--- config.mk ---
export PLATFORM = sky130hd
export DESIGN_NAME = evg_event_mux
export DESIGN_NICKNAME = d
export VERILOG_FILES = /design/src/rtl/evg_event_mux.sv
export SDC_FILE = /design/constraint.sdc
export NUM_CORES = 1
export LEC_CHECK = 0
export CAP_MARGIN = 5
export CORE_MARGIN = 5
export CORE_UTILIZATION = 48
export CTS_CLUSTER_DIAMETER = 60
export DETAILED_ROUTE_END_ITERATION = 8
export PLACE_DENSITY = 0.78
export SKIP_CTS_REPAIR_TIMING = 1
export SLEW_MARGIN = 20
export SYNTH_ARGS = -nofsm -noshare
export SYNTH_HDL_FRONTEND = slang
export SYNTH_SLANG_ARGS = --single-unit
--- constraint.sdc ---
create_clock -name evgTxClk -period 4.8 [get_ports evgTxClk]
set_input_delay 0.96 -clock evgTxClk [delete_from_list [all_inputs] [get_ports evgTxClk]]
set_output_delay 0.96 -clock evgTxClk [all_outputs]
set_load 0.02 [all_outputs]
--- src/rtl/evg_event_mux.sv ---
// EVG transmit slot builder: event arbitration, seconds serialisation and periodic
// K28.5 comma insertion onto the 16-bit GTX/logger stream.
//
// Seconds FSM
//   state      | meaning
//   SEC_IDLE   | no seconds word in flight
//   SEC_SHIFT  | sending 0x70/0x71 bit events, MSB first, bitIdx counts down
//   SEC_LATCH  | waiting for a free slot to send the 0x7D latch event
module evg_event_mux #(
   parameter int NSRC           = 4,
   parameter int COMMA_INTERVAL = 64
) (
   input  logic                evgTxClk,
   input  logic                evgTxResetN,
   input  logic [NSRC-1:0]     evReq,
   input  logic [8*NSRC-1:0]   evCode,
   input  logic [7:0]          dbusIn,
   input  logic                ppsStrobe,
   input  logic [31:0]         secondsIn,
   output logic [15:0]         evgTxData,
   output logic [1:0]          evgTxCharIsK,
   output logic                secondsBusy,
   output logic [15:0]         dropCount
);

   localparam int SW = $clog2(COMMA_INTERVAL);
   localparam logic [SW-1:0] SLOT_LOAD = SW'(COMMA_INTERVAL - 1);

   typedef enum logic [1:0] {
      SEC_IDLE  = 2'd0,
      SEC_SHIFT = 2'd1,
      SEC_LATCH = 2'd2
   } secState_t;

   secState_t         secState, secNext;
   logic [31:0]       secWord;
   logic [4:0]        bitIdx;
   logic [SW-1:0]     slotDown;
   logic [NSRC-1:0]   pend, pendNext;
   logic [NSRC-1:0]   grantVec, codeNz, validReq, dropVec;
   logic [7:0]        grantCode;
   logic              found;
   logic              isComma;
   logic              secSlot;
   logic              ppsDrop;
   logic [7:0]        lowNext;
   logic              kNext;
   logic [3:0]        dropInc;
   logic [16:0]       dropSum;
   logic [15:0]       dropNext;

   // Slot timer counts down; terminal count marks the comma slot of each period.
   assign isComma = (slotDown == '0);
   assign secondsBusy = (secState != SEC_IDLE);

   always_comb begin
      grantVec  = '0;
      grantCode = '0;
      found     = 1'b0;
      codeNz    = '0;
      for (int i = 0; i < NSRC; i++) begin
         codeNz[i] = |evCode[8*i +: 8];
         if (!found && pend[i] && !isComma) begin
            found       = 1'b1;
            grantVec[i] = 1'b1;
            grantCode   = evCode[8*i +: 8];
         end
      end
   end

   assign validReq = evReq & codeNz;
   // A request arriving as its own pend bit is granted refills the bit: nothing lost.
   assign dropVec  = validReq & pend & ~grantVec;
   assign pendNext = (pend & ~grantVec) | validReq;
   assign ppsDrop  = ppsStrobe && secondsBusy;

   always_comb begin
      lowNext = 8'h00;
      kNext   = 1'b0;
      secSlot = 1'b0;
      if (isComma) begin
         lowNext = 8'hBC;
         kNext   = 1'b1;
      end else if (found) begin
         lowNext = grantCode;
      end else if (secondsBusy) begin
         secSlot = 1'b1;
         lowNext = (secState == SEC_SHIFT) ? {7'h38, secWord[bitIdx]} : 8'h7D;
      end
   end

   always_comb begin
      secNext = secState;
      case (secState)
         SEC_IDLE:  if (ppsStrobe) secNext = SEC_SHIFT;
         SEC_SHIFT: if (secSlot && bitIdx == 5'd0) secNext = SEC_LATCH;
         SEC_LATCH: if (secSlot) secNext = SEC_IDLE;
         default:   secNext = SEC_IDLE;
      endcase
   end

   always_comb begin
      dropInc = {3'b000, ppsDrop};
      for (int i = 0; i < NSRC; i++) begin
         dropInc = dropInc + {3'b000, dropVec[i]};
      end
      dropSum  = {1'b0, dropCount} + {13'd0, dropInc};
      dropNext = dropSum[16] ? 16'hFFFF : dropSum[15:0];
   end

   always_ff @(posedge evgTxClk or negedge evgTxResetN) begin
      if (!evgTxResetN) begin
         slotDown     <= SLOT_LOAD;
         pend         <= '0;
         dropCount    <= '0;
         evgTxData    <= '0;
         evgTxCharIsK <= '0;
         secState     <= SEC_IDLE;
         secWord      <= '0;
         bitIdx       <= '0;
      end else begin
         slotDown     <= isComma ? SLOT_LOAD : slotDown - SW'(1);
         pend         <= pendNext;
         dropCount    <= dropNext;
         evgTxData    <= {dbusIn, lowNext};
         evgTxCharIsK <= {1'b0, kNext};
         secState     <= secNext;
         if (secState == SEC_IDLE && ppsStrobe) begin
            secWord <= secondsIn;
            bitIdx  <= 5'd31;
         end else if (secState == SEC_SHIFT && secSlot && bitIdx != 5'd0) begin
            bitIdx <= bitIdx - 5'd1;
         end
      end
   end

endmodule

==> results <==
power by group:
part / switching (µW) / internal (µW)
Sequential: 57.4 / 763
Clock: 251 / 401
Combinational: 226 / 262
cell usage in the layout (no fill, tap or decap), types with 8 or more instances in the layout:
| cell | count |
|---|---|
| nor2_1 | 23 |
| nand2_1 | 138 |
| xnor2_1 | 13 |
| dfrtp_1 | 76 |
| mux2i_1 | 8 |
| clkbuf_8 | 9 |
| clkdlybuf4s50_1 | 111 |
| o21ai_0 | 19 |
| a21oi_1 | 12 |
| nand3_1 | 9 |
| inv_1 | 12 |
flip-flops by register name (all words and copies together), names as in the netlist:
register and cells:
bitIdx 5, dropCount 16, evgTxCharIsK 1, evgTxData 16, pend 4, secState 2
secWord 32, slotDown 6
path summary, 6_finish.rpt:
path	from	end	cells after the start
hold reg to reg	slotDown[0]$_DFF_PN1_	slotDown[0]$_DFF_PN1_	1
min in group asynchronous	evgTxResetN	secWord[26]$_DFFE_PN0P_	1
setup / recovery	evCode[18]	dropCount[12]$_DFF_PN0_	13
max in group asynchronous	evgTxResetN	dropCount[14]$_DFF_PN0_	1
hold / removal	slotDown[0]$_DFF_PN1_	slotDown[0]$_DFF_PN1_	1
setup reg to reg	slotDown[0]$_DFF_PN1_	dropCount[12]$_DFF_PN0_	15
kinds of logic (layout without fill, tap and decap cells):
kind of cell,count (synthesis),after routing,synth area share (%)
and+or+nand+nor,212,212,23.9
DFF,82,82,51.5
AOI/OAI and AO/OA,52,52,8.39
buffers and inverters,31,148,3.22
xor gates and xnor gates,16,16,3.51
muxes,15,15,5.67
adders and majority gates,10,10,3.69
other,1,1,0.0938
worst max-delay path, stage by stage:
cell and delay, ns:
clkdlybuf4s50_1 0.42, or4_1 0.54, o21ai_0 0.23, nor2_1 0.10, fa_1 0.47, fa_1 0.50, ha_1 0.24, fa_1 0.40
a21oi_1 0.19, nor3_1 0.08, buf_4 0.16, nand4_1 0.09, mux2_2 0.33
layer usage:
layer	vias to the layer above	global-route usage, %
met5	-	0
met1	1599	24.8
met3	12	5.17
met2	103	33.9
met4	0	6.44
li1	1635	-
layout make-up:
cell class | count | area share (%)
multi-input cells | 306 | 33.0
clock inverters | 6 | 2.51
well taps | 105 | 2.39
clock buffers | 10 | 2.32
repair buffers | 119 | 21.4
inverters | 13 | 0.888
flip-flops and latches | 82 | 37.5
per-stage QoR:
stage               total power (µW)  utilization [%]
floorplan                       1080                -
global placement                1310             63.9
detailed placement              1330             63.9
CTS                             1980             67.1
global route                    2060             67.2
finish                          1960             67.2
==> flow_metrics.tcl <==
set metrics [dict create \
    fmax_mhz 223 \
    p_per_area_nw_per_um2 357 \
    hold_viol 0 \
    start_kind "primary input" \
    setup_viol 0 \
    tns_ns 0 \
    fin_crit_sh_pct 93.3 \
    diodes 0 \
    io_pins 114 \
    clk_latency_ns 0.35 \
    drtIter0Drc 163 \
    vdd_drop_max_uv 286 \
    syn2layout_area_growth_pct 37.4 \
    synth-main-ff-cell "dfrtp_1" \
    power_leakage_uw 0.00259 \
    cts_buffers 9 \
    maxSlewHeadroom_pct 51.4 \
    avgSynthCellArea_um2 9.54 \
    drv_slew 0 \
    ff_latch_area_um2 2060 \
    grt_antenna_before_repair 0 \
    dieArea_um2 10300 \
    clockBufferDepth 2 \
    cts.sinks 82 \
    remaining_drc_errors 0 \
    die_x_um 101 \
    finish.instance_area_um2 5490 \
    rsz0062_at_grt "no" \
    seq_area_frac_synth_pct 51.5 \
    netlist_area_um2 4000 \
    hold_ws_ns 0.470 \
    layout_setup_ws_ns 0.321 \
    vias 3349 \
    avgRoutedWirePerCell_um 15.2 \
    routed_wirelength_um 9710 \
    cts.reportedPaths.clkPinSlew_ns 0.08 \
    dp_slack_ns -0.0519 \
    yosysTopAreaCellShare_pct 47.6 \
    fin_crit_ns 4.48 \
    cp_max_fo 7 \
    maxUsedRoutingLayer "met4" \
    cts_tree "yes" \
    synth-seq-cells 82 \
    detailed_place.area_um2 5220 \
    drive_above_1_share_pct 8.02 \
    dp_hpwl_um 7190 \
    min_path_type "flip-flop to flip-flop" \
    yosys_warnings 0 \
    fillCellCount 638 \
    die_y_um 101 \
    grt_start_max_net_pins 83 \
    ys_types 48 \
    rows 33 \
    root_buffer "clkbuf_8" \
    overflow 0 \
    dr.pass1.iters 4 \
    multiInputGateArea_um2 1810 \
    first_global_vias 3508 \
    synthArstFlopShare_pct 100 \
    finalWeightedCongestion 0.833 \
    ant_nets 0 \
    required_ns 5.03 \
    htree_levels 3 \
    synth.most_common_cell "nand2_1" \
    core_area_um2 8180 \
    maxCapViolCount 0 \
    outcome "finished clean" \
    yosysTopAreaCell "dfrtp_1" \
    cp.arrival_ns 4.71 \
    grtUsageTotal_pct 19.9 \
    io_buffers 112 \
    synth_edf_count 0 \
    fin_cells 641 \
    finClkSkew_ns 0.0116 \
    drt-met1-wl_um 3950 \
    ys_top_cells_by_area "dfrtp_1, nand2_1, dfstp_2" \
    worstMarginPinSlew_ns 0.729 \
    final_nets 620 \
    start_util_pct 48.9 \
    grt_pass1_wl_um 16000 \
    rrSetupSlack_ns 0.57 \
    wl_met2_um 4990 \
    routed-wl-met3_um 647 \
    yosys-top-cells-count "nand2_1, dfrtp_1, nor2_1" \
    via_per_inst 5.22 \
    critPathKind "primary input to flip-flop" \
    placed_cells 625 \
    synthCells 419 \
    synth.net_count 508 \
    end_kind "flip-flop" \
]
(Power assumes the default switching activity.)
